$ cat src/rtl/i2c_reg_decode.sv
// I2C slave register-access decoder: pointer byte selects port/offset, following bytes
// write or read the selected port. Optional stuck-bus timeout via macro I2C_DEC_TIMEOUT_EN.
module i2c_reg_decode #(
  parameter logic [15:0] PORT_MASK   = 16'hFFFF,
  parameter logic [15:0] TIMEOUT_CYC = 16'd50000
) (
  input  logic        SYSCLK,
  input  logic        RESET_N,
  input  logic        START_DET,
  input  logic        STOP_DET,
  input  logic        ADDR_VLD,
  input  logic        ADDR_RW,
  input  logic        RX_VLD,
  input  logic [7:0]  RX_DATA,
  input  logic        TX_REQ,
  input  logic [7:0]  RD_DATA,
  output logic [7:0]  TX_DATA,
  output logic        TX_VLD,
  output logic [15:0] PORT_CS_ALL,
  output logic [15:0] OFFSET_SEL,
  output logic        RD_WR,
  output logic [7:0]  DIN
);

  typedef enum logic [2:0] {IDLE, WAIT_ADDR, WAIT_PTR, WRITE, READ, FETCH} state_t;

  state_t      state, state_nxt;
  logic [7:0]  ptr;
  logic        wr_pend;
  logic        fetch_late;
  logic        timeout;
  logic        port_ok;
  logic [15:0] port_hot;
  logic        rd_start;
  logic        fetch_done;

`ifdef I2C_DEC_TIMEOUT_EN
  logic [15:0] to_cnt;
  logic        any_pulse;

  assign any_pulse = START_DET | STOP_DET | ADDR_VLD | RX_VLD | TX_REQ;
  assign timeout   = (state != IDLE) && !any_pulse && (to_cnt == TIMEOUT_CYC - 16'd1);

  always_ff @(posedge SYSCLK) begin
    if (!RESET_N) begin
      to_cnt <= '0;
    end else if (any_pulse || state == IDLE || timeout) begin
      to_cnt <= '0;
    end else begin
      to_cnt <= to_cnt + 16'd1;
    end
  end
`else
  logic timeout_cyc_unused;

  assign timeout_cyc_unused = ^TIMEOUT_CYC;
  assign timeout            = 1'b0;
`endif

  assign port_ok    = PORT_MASK[ptr[7:4]];
  assign port_hot   = 16'h0001 << ptr[7:4];
  assign OFFSET_SEL = 16'h0001 << ptr[3:0];
  assign RD_WR      = (state == READ) || (state == FETCH);

  always_comb begin
    state_nxt = state;
    case (state)
      WAIT_ADDR: if (ADDR_VLD) state_nxt = ADDR_RW ? READ : WAIT_PTR;
      WAIT_PTR:  if (RX_VLD)   state_nxt = WRITE;
      READ:      if (TX_REQ)   state_nxt = FETCH;
      FETCH:     if (fetch_late) state_nxt = READ;
      default:   ;
    endcase
    if (timeout)   state_nxt = IDLE;
    if (STOP_DET)  state_nxt = IDLE;
    if (START_DET) state_nxt = WAIT_ADDR;
  end

  // A read only proceeds while the FSM actually stays on the fetch path; any
  // START/STOP/timeout abandons it without a strobe or TX_VLD.
  assign rd_start   = (state == READ) && (state_nxt == FETCH);
  assign fetch_done = (state == FETCH) && fetch_late && (state_nxt == READ);

  always_ff @(posedge SYSCLK) begin
    if (!RESET_N) begin
      state <= IDLE;
    end else begin
      state <= state_nxt;
    end
  end

  always_ff @(posedge SYSCLK) begin
    if (!RESET_N) begin
      ptr         <= '0;
      PORT_CS_ALL <= '0;
      DIN         <= '0;
      TX_DATA     <= '0;
      TX_VLD      <= 1'b0;
      wr_pend     <= 1'b0;
      fetch_late  <= 1'b0;
    end else begin
      PORT_CS_ALL <= '0;
      TX_VLD      <= 1'b0;
      wr_pend     <= 1'b0;
      fetch_late  <= 1'b0;

      // Offset advances the cycle after the write strobe so OFFSET_SEL holds during it.
      if (wr_pend) ptr[3:0] <= ptr[3:0] + 4'd1;

      if (state == WAIT_PTR && RX_VLD) ptr <= RX_DATA;

      if (state == WRITE && RX_VLD) begin
        DIN     <= RX_DATA;
        wr_pend <= 1'b1;
        if (port_ok) PORT_CS_ALL <= port_hot;
      end

      if (rd_start && port_ok) PORT_CS_ALL <= port_hot;

      if (state == FETCH && !fetch_late && state_nxt == FETCH) fetch_late <= 1'b1;

      if (fetch_done) begin
        TX_DATA  <= port_ok ? RD_DATA : 8'hFF;
        TX_VLD   <= 1'b1;
        ptr[3:0] <= ptr[3:0] + 4'd1;
      end
    end
  end

endmodule

$ cat config.mk
export PLATFORM = sky130hd
export DESIGN_NAME = i2c_reg_decode
export DESIGN_NICKNAME = d
export VERILOG_FILES = /design/src/rtl/i2c_reg_decode.sv
export SDC_FILE = /design/constraint.sdc
export NUM_CORES = 1
export LEC_CHECK = 0
export ABC_AREA = 1
export CORE_ASPECT_RATIO = 0.9
export CORE_UTILIZATION = 45
export CTS_CLUSTER_SIZE = 20
export DETAILED_ROUTE_END_ITERATION = 7
export PLACE_DENSITY = 0.83
export SLEW_MARGIN = 20
export SYNTH_ARGS = -nofsm -noshare
export SYNTH_HDL_FRONTEND = slang
export SYNTH_SLANG_ARGS = --single-unit
$ cat constraint.sdc
create_clock -name SYSCLK -period 3.5 [get_ports SYSCLK]
set_input_delay 0.7 -clock SYSCLK [delete_from_list [all_inputs] [get_ports SYSCLK]]
set_output_delay 0.7 -clock SYSCLK [all_outputs]
set_load 0.03 [all_outputs]
== Yosys cells after proc, flatten, opt, wreduce, memory -nomap -nowiden ==
Memory sizes are Yosys's and may differ from the RTL's. A register that Yosys moved wholly into a read port is not among the register bits.
Index checks and enable logic that the tools add are counted.
Word-level totals
  flip-flop bits (word level): 46
  ROM bits: 16
  input port bits: 24
  output and inout port bits: 50
  logic and storage cells: 53
  memories: 1
Operators by class
  $add $sub $neg: 1
  order comparisons: 1
  eq/ne operators: 7
  shifts and indexed selects: 2
  multiplexer cells: 21
  reduce and logical (&&, ||, !) cells: 11
Memory list
  (no name shown): words 16, bits a word 1, read ports 1, clocked after Yosys merged registers in 1, wr ports 0, RTL line 60  | assign port_ok = PORT_MASK[ptr[7:4]];
Operators with widths (number)
  2-to-1 mux 16 bit: 3
  left shift 1 x 4 -> 16 bit (first input constant): 2
  2-to-1 mux 3 bit: 7
  2-to-1 mux 4 bit: 5
  equality test 3 bit (second input constant): 4
  one-hot mux 3 bit (4 select lines): 1
  logical AND 1 bit: 8
  2-to-1 mux 8 bit: 1
  equality test 3 x 2 -> 1 bit (second input constant): 2
  less-than comparator 4 x 5 -> 1 bit (second input constant): 1
  adder 4 x 1 -> 4 bit (second input constant): 1
  2-to-1 mux 1 bit: 4
  equality test 3 x 1 -> 1 bit (second input constant): 1
  nonzero test 3 bit: 1
  zero test 1 bit: 1
  logical OR 1 bit: 1

== Logic depth before layout (Yosys ltp) ==
  depth after elaboration: 9
  depth in mapped cells: 12
  gate-level depth less buffers: 12

== Worst setup path before layout ==
OpenSTA, ideal clock, no wires.
  kind: reg-to-output
  start: register ptr[2]
  end: output port OFFSET_SEL[12]
  arrival time: 1.510 ns
  path slack: 1.290 ns
  cell stages (with the launch flop): 4
  buffers on the path: 1
  path through: dfxtp_1 clkbuf_1 clkinv_1 nor3_1
Between the ends
  longest elaborated chain between the ends: 1
Ends and longest elaborated chain
  from (decl): RTL line 28  | logic [7:0] ptr;
  from (signal assigned): RTL line 108  | if (wr_pend) ptr[3:0] <= ptr[3:0] + 4'd1;
  from (signal assigned): RTL line 125  | ptr[3:0] <= ptr[3:0] + 4'd1;
  left shift 1 x 4 -> 16 bit: RTL line 62  | assign OFFSET_SEL = 16'h0001 << ptr[3:0];
  to (decl): RTL line 20  | output logic [15:0] OFFSET_SEL,
No other way between the ends.

== Final worst setup path ==
  start: register ptr[2]
  end: output port OFFSET_SEL[13]
Same word-level chain as after synthesis.

==> impl_metrics.csv <==
group,metric,value,unit
power,ir_worst_vdd,253,uV
global_routing,grt_max_degree,19,
sta,worst_pin_slew,0.514,ns
sta,fin_worst_skew,0.00511,ns
sta,hold_viol,0,
final_layout,layout.nets,349,
flow_run,maxCapViolCount,0,
route,antenna_left,0,
route,drtIter0Drc,100,
final_layout,diodes,0,
global_routing,grt_pass1_wl,6830,um
logic_synthesis,yosys-top-cells-area,"dfxtp_1 50%, nor2_1 9.9%, nand2_1 6.7%, a21oi_1 4.9%, inv_1 4.9%",
final_layout,fillCellCount,326,
route,drc,0,
sta,whs,0.458,ns
logic_synthesis,ys_types,24,
cts,clkSlewWorstSetupHoldPaths,0.08,ns
route,wl_met1,1800,um
run_status,status,"finished clean",
logic_synthesis,synthCells,244,
floorplanning,coreArea,3840,um^2
cts,numClockSinks,46,
floorplanning,die_h,62.9,um
logic_synthesis,yosysWarnings,0,
global_routing,grt_usage,19.4,%
route,vias,1777,
sta,relSlewSlack,65.6,%
global_routing,grt_pass1_vias,1580,
worst_setup_path,worstSetupStartpoint,"ptr[2]",
worst_setup_path,setup.worst_path.start_class,"register",
cts,cts_setup_buffers,0,
worst_setup_path,cp_max_fo,9,
final_layout,drive_gt1_share,6.25,%
logic_synthesis,synth-seq-cells,46,
route,top_layer,"met4",
worst_setup_path,r2r-start,"state[2]",
worst_setup_path,end_kind,"primary output",
floorplanning,dieArea,4380,um^2
power,powerDensity,331,nW/um^2
worst_setup_path,regToRegSetupSlack,1.58,ns
worst_setup_path,cp.required,2.80,ns
worst_setup_path,criticalPathCategory,"reg2out",
logic_synthesis,syn_area,1860,um^2
sta,fmax,366,MHz
worst_setup_path,arrival,2.03,ns
route,met2_wirelength,1920,um
cts,clockRootBuffer,"clkbuf_8",
logic_synthesis,synth.net_count,274,
floorplanning,io_pins,74,
sta,period_minus_slack,2.73,ns
route,drt-vias-per-instance,4.86,
cts,tritoncts,"yes",
sta,period_share,78.1,%
final_layout,area_delta_synth_final,46.3,%
global_routing,antenna_found_initial,0,
sta,tns,0,ns
worst_setup_path,reg2reg_depth,7,
placement,dp_hpwl,3060,um
cts,htreeDepth,2,
worst_setup_path,cp-endpoint,"OFFSET_SEL[13]",
final_layout,layout_commonest_cell,"clkdlybuf4s50_1",
route,wl_per_cell,11.0,um
sta,finalSetupViolations,0,
cts,hold_buffers,0,
logic_synthesis,ys_seq_area_share,49.6,%
route,totalWireLength,4040,um
cts,clock_latency,0.30,ns
placement,io_buffers,73,
route,wl_met3,287,um
floorplanning,initial_core_util,48.4,%
power,p_leak,1.09,nW
sta,slew_violations,0,
floorplanning,rows,21,
placement,gp_congestion,0.787,
floorplanning,die_x,69.7,um
sta,grt_setup_unrepaired,"false",
worst_hold_path,hp-class,"reg2reg",
global_routing,grt-ovfl-total,0,
cts,cts_buffer_depth,2,
worst_setup_path,timing.rr.end,"ptr[3]",
route,dr.pass1.iters,4,
logic_synthesis,yosysTopAreaCell,"dfxtp_1",
logic_synthesis,yosys.area.top_type_share,49.6,%
cts,cts_resized,0,
final_layout,layout_common_cells,"73 x clkdlybuf4s50_1, 49 x nor2_1, 46 x dfxtp_1, 33 x nand2_1, 24 x inv_1",
cts,cts_inserted_buffers,5,
logic_synthesis,syn_avg_cell_area,7.60,um^2
==> state kept, by name, indices dropped and copies added (netlist names) <==
name         count
wr_pend          1
TX_DATA          8
state            3
ptr              8
TX_VLD           1
PORT_CS_ALL     16
fetch_late       1
DIN              8
==> through the flow <==
stage | power [mW] | utilization [%] | cells | area [um^2] | worst slack (ns)
CTS | 0.901 | 70.7 | 366 | 2710 | 0.779
finish | 0.897 | 70.7 | 366 | 2710 | 0.765
global placement | 0.589 | 68.4 | 358 | 2620 | 1.04
detailed placement | 0.589 | 68.4 | 358 | 2620 | 0.958
global route | 0.929 | 70.7 | 366 | 2710 | 0.597
floorplan | 0.555 | - | 244 | 1860 | 1.29
==> worst max-delay path, stage by stage (launching register included) <==
cell             delay [ns]
dfxtp_1                0.49
clkinv_1               0.28
nor3_1                 0.27
clkdlybuf4s50_1        0.71
==> worst min path at each step <==
stage                     slack (ns)       start    endpoint  cells after the start
after global placement          0.44  fetch_late  fetch_late                      1
after global routing            0.49  TX_DATA[3]  TX_DATA[3]                      2
after detailed placement        0.44  fetch_late  fetch_late                      1
final                           0.46  fetch_late  fetch_late                      1
after CTS                       0.46  fetch_late  fetch_late                      1
after floorplan                 0.42  fetch_late  fetch_late                      1
==> cell usage after synthesis <==
master / number
nor2_1: 49
dfxtp_1: 46
nand2_1: 33
inv_1: 24
a21oi_1: 18
o21ai_0: 16
nand3_1: 14
nor3_1: 13
ha_1: 6
clkbuf_1: 4
inv_2: 3
nand2_4: 3
nand4_1: 2
nor4_1: 2
o21ai_1: 2
a21oi_2: 1
buf_2: 1
buf_4: 1
clkinv_1: 1
clkinv_2: 1
inv_4: 1
nor2_2: 1
nor3_2: 1
xor2_1: 1
==> power by group <==
part | leakage (nW) | switching [mW] | total, mW | internal (mW)
clock | 0.0441 | 0.180 | 0.320 | 0.140
combinational | 0.672 | 0.0211 | 0.0504 | 0.0292
sequential | 0.371 | 0.00242 | 0.527 | 0.524
==> layout make-up <==
class,instances,area [um^2],area share [%]
Multi-Input combinational cell,162,791,29.1
Sequential cell,46,921,33.9
Clock inverter,3,21.3,0.784
Clock buffer,5,68.8,2.54
Tap cell,46,57.6,2.12
Inverter,30,116,4.29
Timing Repair Buffer,74,738,27.2
==> routing by layer <==
metal,up-vias,global-route usage (%)
met4,0,6.50
met1,777,24.1
met5,-,0
met2,67,32.8
met3,5,5.16
li1,928,-
==> cells by family (layout without fill, tap and decap cells) <==
| family | count (synthesis) | in the layout | share of synthesized area (%) |
|---|---|---|---|
| buffers and inverters | 36 | 112 | 7.75 |
| AOI/OAI and AO/OA | 37 | 37 | 10.2 |
| adders and majority gates | 6 | 6 | 4.05 |
| DFF | 46 | 46 | 49.6 |
| xor gates and xnor gates | 1 | 1 | 0.472 |
| and+or+nand+nor | 118 | 118 | 27.9 |
(Power assumes the default switching activity.)
